<file path="config.mk">
export PLATFORM = sky130hd
export DESIGN_NAME = tailbiting_conv_encoder
export DESIGN_NICKNAME = d
export VERILOG_FILES = /design/src/rtl/conv_enc_pkg.sv /design/src/rtl/conv_enc_core.sv /design/src/rtl/tailbiting_conv_encoder.sv
export SDC_FILE = /design/constraint.sdc
export NUM_CORES = 1
export LEC_CHECK = 0
export ABC_AREA = 0
export ABC_CLOCK_PERIOD_IN_PS = 8500
export CORE_MARGIN = 2
export CORE_UTILIZATION = 55
export CTS_CLUSTER_DIAMETER = 80
export DETAILED_ROUTE_END_ITERATION = 10
export PLACE_DENSITY = 0.77
export SYNTH_ARGS = -nofsm -noshare
export SYNTH_HDL_FRONTEND = slang
export SYNTH_SLANG_ARGS = --single-unit
</file>
<file path="constraint.sdc">
create_clock -name clk -period 8.5 [get_ports clk]
set_clock_uncertainty 0.05 [all_clocks]
set_input_delay 1.275 -clock clk [delete_from_list [all_inputs] [get_ports clk]]
set_output_delay 1.275 -clock clk [all_outputs]
set_load 0.05 [all_outputs]
</file>
<file path="src/rtl/conv_enc_pkg.sv">
// Shared constants, state type and the rate-1/2 K=7 encoder equation
// used by the tail-biting convolutional encoder.
package conv_enc_pkg;

  localparam int K = 7;
  localparam logic [K-1:0] G1 = 7'o171;
  localparam logic [K-1:0] G2 = 7'o133;

  typedef enum logic {LOAD, ENCODE} enc_state_t;

  // Window is {b, sr1..sr6}; the tap MSB lines up with the current bit.
  function automatic logic [1:0] conv_pair(input logic b, input logic [K-2:0] sr);
    logic [K-1:0] win;
    win = {b, sr};
    return {^(win & G1), ^(win & G2)};
  endfunction

endpackage

</file>
<file path="src/rtl/conv_enc_core.sv">
// Encoder shift register with tail-biting preload. Produces the coded pair
// for the bit that becomes current after this cycle's init/step update.
module conv_enc_core
  import conv_enc_pkg::*;
(
  input  logic       clk,
  input  logic       reset,
  input  logic       init,
  input  logic [5:0] init_value,
  input  logic       step,
  input  logic       b,
  input  logic       b_nxt,
  output logic [5:0] sr,
  output logic [1:0] xy_nxt
);

  // sr[5] is sr1 (most recent bit), sr[0] is sr6.
  logic [5:0] sr_d;

  always_comb begin
    sr_d = sr;
    if (init)
      sr_d = init_value;
    else if (step)
      sr_d = {b, sr[5:1]};
  end

  assign xy_nxt = conv_pair(b_nxt, sr_d);

  always_ff @(posedge clk) begin
    if (reset)
      sr <= '0;
    else
      sr <= sr_d;
  end

endmodule

</file>
<file path="src/rtl/tailbiting_conv_encoder.sv">
// Tail-biting rate-1/2 K=7 convolutional encoder: buffers one block, preloads
// the shift register with the block's last 6 bits, then emits one pair per bit.
//
//   state  | meaning
//   LOAD   | accepting block bits into the buffer (in_ready=1)
//   ENCODE | draining coded pairs to the interleaver (out_valid=1)
module tailbiting_conv_encoder
  import conv_enc_pkg::*;
#(
  parameter int BLOCK_BITS = 96,
  parameter int CW         = $clog2(BLOCK_BITS)
) (
  input  logic       clk,
  input  logic       reset,
  input  logic       in_valid,
  input  logic       in_bit,
  output logic       in_ready,
  output logic       out_valid,
  output logic [1:0] out_xy,
  output logic       out_last,
  input  logic       out_ready
);

  localparam logic [CW-1:0] CNT_LAST = CW'(BLOCK_BITS - 1);

  enc_state_t            state;
  logic [CW-1:0]         cnt;
  logic [BLOCK_BITS-1:0] buffer;

  logic          cnt_at_last;
  logic [CW-1:0] cnt_inc;
  logic [CW-1:0] nxt_idx;
  logic          load_accept;
  logic          init;
  logic          step;
  logic [5:0]    init_value;
  logic [5:0]    sr;
  logic [1:0]    xy_nxt;

  assign cnt_at_last = (cnt == CNT_LAST);
  assign cnt_inc     = cnt + CW'(1);
  assign load_accept = (state == LOAD) && in_valid;
  assign init        = load_accept && cnt_at_last;
  assign step        = (state == ENCODE) && out_ready;

  // The bit accepted this cycle is not in the buffer yet, so it feeds sr1 directly.
  assign init_value  = {in_bit, buffer[BLOCK_BITS-2 -: 5]};
  assign nxt_idx     = (init || cnt_at_last) ? '0 : cnt_inc;

  always_ff @(posedge clk) begin
    if (load_accept)
      buffer[cnt] <= in_bit;
  end

  conv_enc_core u_core (
    .clk        (clk),
    .reset      (reset),
    .init       (init),
    .init_value (init_value),
    .step       (step),
    .b          (buffer[cnt]),
    .b_nxt      (buffer[nxt_idx]),
    .sr         (sr),
    .xy_nxt     (xy_nxt)
  );

  always_ff @(posedge clk) begin
    if (reset) begin
      state     <= LOAD;
      cnt       <= '0;
      in_ready  <= 1'b1;
      out_valid <= 1'b0;
      out_xy    <= 2'b00;
      out_last  <= 1'b0;
    end else begin
      case (state)
        LOAD: begin
          if (in_valid) begin
            if (cnt_at_last) begin
              state     <= ENCODE;
              cnt       <= '0;
              in_ready  <= 1'b0;
              out_valid <= 1'b1;
              out_xy    <= xy_nxt;
              out_last  <= 1'b0;
            end else begin
              cnt <= cnt_inc;
            end
          end
        end
        ENCODE: begin
          if (out_ready) begin
            if (cnt_at_last) begin
              state     <= LOAD;
              cnt       <= '0;
              in_ready  <= 1'b1;
              out_valid <= 1'b0;
              out_xy    <= 2'b00;
              out_last  <= 1'b0;
            end else begin
              cnt      <= cnt_inc;
              out_xy   <= xy_nxt;
              out_last <= (cnt_inc == CNT_LAST);
            end
          end
        end
        default: begin
          state <= LOAD;
          cnt   <= '0;
        end
      endcase
    end
  end

  logic unused_sr;
  assign unused_sr = ^sr;

endmodule
</file>
# Word level (Yosys, flattened, before mapping)
# Cells that the tools add are included.
[totals] regBits=115 in_bits=5 out_inout_bits=5 wordCells=66
[op_classes] add_sub_neg=1 magnitude_cmp=3 eq_ne=6 n_mux=35 bitwise_logic=1 n_reduce_logical=11
[ops] op="96-bit bitwise mux" n=1
[ops] op="7-bit 2-to-1 mux" n=4
[ops] op="7-bit by 8-bit less-than comparator with 1-bit output, second input constant" n=2
[ops] op="1-bit 2-to-1 mux" n=15
[ops] op="1-bit binary-select mux with 7-bit select" n=2
[ops] op="7-bit equality test, second input constant" n=2
[ops] op="7-bit one-hot mux with 2 select lines" n=1
[ops] op="7-bit parity" n=2
[ops] op="6-bit 2-to-1 mux" n=2
[ops] op="2-bit 2-to-1 mux" n=4
[ops] op="1-bit one-hot mux with 2 select lines" n=4
[ops] op="7-bit by 1-bit adder with 7-bit output, second input constant" n=1
[ops] op="1-bit demux with 7-bit select" n=1
[ops] op="7-bit by 1-bit >= comparator with 1-bit output, second input constant" n=1
[ops] op="2-bit != test, second input constant" n=3
[ops] op="1-bit logical AND" n=4
[ops] op="2-bit one-hot mux with 2 select lines" n=1
[ops] op="4-bit AND reduction" n=1
[ops] op="3-bit AND reduction" n=1
[ops] op="2-bit by 1-bit != test with 1-bit output, second input constant" n=1
[ops] op="2-bit AND reduction" n=1
[ops] op="2-bit nonzero test" n=1
[ops] op="1-bit logical OR" n=1
[ops] op="1-bit NOT" n=1

# Longest topological paths before layout
[logic_depth] depth_word=11 mapped_depth=14 mapped_depth_nobuf=11

# By module
# Synthesis repeated with hierarchy kept, for this count alone.
[hier_totals] cells_unflattened=652 area_unflattened_um2=6651.4
[modules_own_cells] mod="tailbiting_conv_encoder" n_inst=1 cells_each=619 area_each_um2=6259.8 seq_area_each_um2=3143.0
[modules_own_cells] mod="conv_enc_core" n_inst=1 cells_each=33 area_each_um2=391.6 seq_area_each_um2=120.1

# Least setup slack after synthesis
# Ideal clock, no wire load.
[synth_path] path_kind="in2reg" start="input out_ready" end="register out_xy[1]" setup_time_ns=0.062 arrival_ns=2.723 t_required_ns=8.388 setup_slack_ns=5.665 stages=7 path_buffers=2 path_cell_list="clkbuf_1 > nand2_1 > clkbuf_1 > a311o_1 > a211o_1 > a21o_1 > nand3_1"
[synth_via] elab_chain_len=7 elab_cells_between_ends=11 classes_between="eq/ne: 1; mux: 7; reduce/logical: 3"
[synth_lines] element="start, declared" line_no="tailbiting_conv_encoder.sv:21" rtl="input logic out_ready"
[synth_lines] element="1-bit logical AND" line_no="tailbiting_conv_encoder.sv:44" rtl="assign step = (state == ENCODE) && out_ready;"
[synth_lines] element="6-bit 2-to-1 mux" line_no="conv_enc_core.sv:24" rtl="else if (step)"
[synth_lines] element="6-bit 2-to-1 mux" line_no="conv_enc_core.sv:22" rtl="if (init)"
[synth_lines] element="7-bit parity" line_no="conv_enc_pkg.sv:15" rtl="return {^(win & G1), ^(win & G2)};"
[synth_lines] element="2-bit 2-to-1 mux, on equally long branches" line_no="tailbiting_conv_encoder.sv:93, tailbiting_conv_encoder.sv:79"
[synth_lines] element="2-bit 2-to-1 mux, on equally long branches" line_no="tailbiting_conv_encoder.sv:92, tailbiting_conv_encoder.sv:78"
[synth_lines] element="2-bit one-hot mux with 2 select lines" line_no="tailbiting_conv_encoder.sv:76" rtl="case (state)"
[synth_lines] element="end signal, assigned" line_no="tailbiting_conv_encoder.sv:84" rtl="out_xy <= xy_nxt;"
[synth_lines] element="end signal, assigned" line_no="tailbiting_conv_encoder.sv:102" rtl="out_xy <= xy_nxt;"
[synth_lines] element="end, declared" line_no="tailbiting_conv_encoder.sv:19" rtl="output logic [1:0] out_xy,"
# Parallel ways exist; a longest one is shown, timed or not. The select of a mux whose other input is x is not followed.
# A chain may end at the register's enable or synchronous reset.

# Worst setup path after layout
[layout_path] start="register cnt[0]" end="register out_xy[0]"
[layout_via] elab_chain_len=10 elab_cells_between_ends=16 classes_between="add/sub: 1; eq/ne: 2; mux: 9; reduce/logical: 4"
[layout_lines] element="start, declared" line_no="tailbiting_conv_encoder.sv:27" rtl="logic [CW-1:0] cnt;"
[layout_lines] element="start signal, assigned" line_no="tailbiting_conv_encoder.sv:87" rtl="cnt <= cnt_inc;"
[layout_lines] element="start signal, assigned" line_no="tailbiting_conv_encoder.sv:101" rtl="cnt <= cnt_inc;"
[layout_lines] element="parallel branches: the longest is 10 deep, another holds 7-bit by 1-bit adder with 7-bit output"
# Parallel ways; which one is timed is not known. The select of a mux whose other input is x is not followed.

==> metrics.log <==
INFO  metric floorplan.die.height = 113.4 µm
INFO  metric cts_max_path_buffers = 2
INFO  metric pin_count = 10
INFO  metric layout.cells.most_common_list = nor2_1, edfxtp_1, nand2_1, a21oi_1, mux2i_1
INFO  metric finalWorstSetupSlack = 4167 ps
INFO  metric max-slew-margin-rel = 33.84%
INFO  metric hpwlAfterDp = 12200 µm
INFO  metric combinational_family_with_the_most_area_after_synthesis = simple AND/OR/NAND/NOR gates
INFO  metric worst_pin_slew = 992.4 ps
INFO  metric share_of_the_yosys_chip_area_belonging_to_registers = 49.54%
INFO  metric synth_flop_cell = edfxtp_1
INFO  metric cts_repair_resize_count = 0
INFO  metric yosys.area_share.xor_xnor = 1.957%
INFO  metric syn_area = 0.006586 mm²
INFO  metric period_share = 50.97%
INFO  metric finalHoldViolCount = 0
INFO  metric die_outline_area = 0.01287 mm²
INFO  metric num_antenna_cells = 0
INFO  metric cts_htree_levels = 4
INFO  metric syn-mean-instance-area = 10.24 µm²
INFO  metric outcome = complete, no violations
INFO  metric fin_tns_setup = 0 ps
INFO  metric drt_iter0_drc = 902
INFO  metric synth_fa_ha_area_share = 0.3799%
INFO  metric synth.net_count = 650
INFO  metric number_of_warnings_reported_in_the_yosys_synthesis_log = 0
INFO  metric flow.area_growth_from_synthesis = 9.574%
INFO  metric asyncSetResetFlopFracSynth = 0%
INFO  metric gp_congestion = 1.040
INFO  metric final_max_slew_viol_count = 0
INFO  metric power.density_cell_area = 198.9 mW/mm²
INFO  metric grt_overflow = 0
INFO  metric drc = 0
INFO  metric clk-insertion-delay-late = 430 ps
INFO  metric maxCapViolCount = 0
INFO  metric report.power.total = 1.436 mW
INFO  metric finalNetCount = 639
INFO  metric die-width = 113.4 µm
INFO  metric simple_gate_fraction_of_synth_area = 18.05%
INFO  metric cts.repair_timing.setup_buffer_count = 0
INFO  metric postSynthCellCount = 643
INFO  metric placeableCoreArea = 0.01156 mm²
INFO  metric holdCritPathClass = reg -> reg
INFO  metric post_cts_hold_buffer_count = 0
INFO  metric global_route_wire_length_before_repair = 28460 µm
INFO  metric critPathCaptureType = register
INFO  metric final_area = 0.007217 mm²
INFO  metric max_clock_freq = 230.8 MHz
INFO  metric unrepaired_setup_endpoints_after_global_routing = false
INFO  metric timing.critical_path.arrival = 4590 ps
INFO  metric fin_hold_ws = 436.4 ps
INFO  metric critical_path_required = 8760 ps
INFO  metric grt_start_max_net_pins = 98
INFO  metric setup.worst_path.class = reg -> reg
INFO  metric dp_slack = 4337 ps
INFO  metric clkSinkCount = 115
INFO  metric tritoncts_clock_tree = done
INFO  metric totalWireLength = 18180 µm
INFO  metric worst_setup_hold_path_clk_slew = 50 ps
INFO  metric share_of_the_synthesized_area_in_compound_gates_ao_oa_aoi_oai = 15.27%
INFO  metric ys_ff_latch = 115
INFO  metric grt_pass1_vias = 5096
INFO  metric critical_path.max_fanout = 76
INFO  metric buffer_ports.inserted = 9
INFO  metric gr-usage-all-layers = 29.45%
INFO  metric final_number_of_setup_violating_endpoints = 0
INFO  metric antenna_left = 0
INFO  metric period_needed = 4333 ps
INFO  metric synth_enable_flop_cells = 96
INFO  metric row_count = 39
INFO  metric cts_made_buffers = 17
INFO  metric synth.mux.area_fraction = 10.43%
INFO  metric route.detailed.wl_per_inst = 23.08 µm
INFO  metric cts_root_buffer = clkbuf_16
INFO  metric peakVddDrop = 0.0001451 V
INFO  metric initial_core_util = 56.95%
INFO  metric yosysUniqueCellTypes = 73
INFO  metric critPathLaunchType = register
INFO  metric grt_antenna_before_repair = 0
INFO  metric final_common_cell = nor2_1
INFO  metric leakagePower = 2.223 nW
INFO  metric layout-drive-gt1-share = 10.70%
INFO  metric postPlaceCellArea = 0.006643 mm²
INFO  metric detail_route.vias_per_cell = 6.871
INFO  metric detailedRoute.firstPassIterationCount = 6
INFO  metric via_count = 5414
-- logic make-up after synthesis --
family,Yosys count
and+or+nand+nor,266
AOI/OAI and AO/OA,144
DFF,115
buffers and inverters,52
muxes,51
xor gates and xnor gates,13
adders and majority gates,2
-- worst max-delay path, stage by stage (launching register included) --
cell and delay [ps]:
dfxtp_2 310, buf_4 660, ha_1 680, nand2_2 180, nor2_1 700, nor2_1 370, nor4_1 370, a311oi_1 90
a211oi_1 390, nor2_1 100, xnor2_1 190, o21ai_1 90
-- metrics by stage --
stage	util [%]	cells
floorplan	-	643
global placement	57.44	756
detailed placement	57.44	756
CTS	62.40	788
global route	62.40	788
finish	62.40	788
-- power breakdown --
| group | internal (mW) | leakage (nW) | switching, mW | total, mW |
|---|---|---|---|---|
| registers | 0.614 | 1.02 | 0.00401 | 0.618 |
| clock network | 0.452 | 0.280 | 0.240 | 0.692 |
| logic | 0.0425 | 0.924 | 0.0829 | 0.125 |
-- sequential cells by signal (all words and copies together), names as in the netlist --
signal,cells
buffer,96
cnt,7
in_ready,1
out_last,1
out_valid,1
out_xy,2
state,1
u_core.sr,6
-- final timing paths --
check	start	endpoint	slack [ps]	depth (start not counted)
worst min register to register	out_xy[1]$_SDFFE_PP0P_	out_xy[1]$_SDFFE_PP0P_	440	2
worst max-delay path	cnt[0]$_SDFFE_PP0P_	out_xy[0]$_SDFFE_PP0P_	4170	11
worst max register to register	cnt[0]$_SDFFE_PP0P_	out_xy[0]$_SDFFE_PP0P_	4170	11
worst min-delay path	out_xy[1]$_SDFFE_PP0P_	out_xy[1]$_SDFFE_PP0P_	440	2
-- Yosys cell counts (4+ instances only) --
| library cell | n | area share (%) |
|---|---|---|
| a211oi_1 | 11 | 1.3 |
| a21oi_1 | 35 | 2.7 |
| a221oi_1 | 12 | 1.6 |
| a22oi_1 | 6 | 0.68 |
| a311oi_1 | 8 | 1.1 |
| a31oi_1 | 8 | 0.76 |
| buf_2 | 19 | 1.4 |
| buf_4 | 6 | 0.68 |
| buf_6 | 4 | 0.68 |
| clkbuf_1 | 14 | 0.80 |
| dfxtp_1 | 19 | 5.8 |
| edfxtp_1 | 96 | 44 |
| inv_1 | 5 | 0.28 |
| mux2_2 | 10 | 1.7 |
| mux2i_1 | 27 | 4.1 |
| mux4_2 | 13 | 4.4 |
| nand2_1 | 54 | 3.1 |
| nand2b_1 | 6 | 0.57 |
| nand3_1 | 23 | 1.7 |
| nand3b_1 | 4 | 0.46 |
| nor2_1 | 131 | 7.5 |
| nor2b_1 | 11 | 1.0 |
| nor3_1 | 11 | 0.84 |
| nor4_1 | 4 | 0.38 |
| o21ai_0 | 17 | 1.3 |
| o21ai_1 | 4 | 0.30 |
| o221ai_1 | 6 | 0.80 |
| o2bb2ai_1 | 7 | 0.93 |
| xnor2_1 | 8 | 1.1 |
-- layer usage --
layer,wire length [µm],global-route usage [%],share of wire (%),up-vias
li1,-,-,-,2397
met1,7397,39.32,41,2599
met2,8372,45.11,46,367
met3,1880,7.917,10,51
met4,533,13.98,2.9,0
met5,0,0,0,-
-- area by class of cell --
cell class / instances / area [µm²]
fill: 927 / 4348
sequential: 115 / 3267
multi-input combinational: 476 / 3035
clock buffer: 19 / 432.9
tap: 143 / 178.9
clock inverter: 13 / 141.4
timing repair buffer: 15 / 130.1
inverter: 7 / 31.28
(Power assumes the default switching activity.)
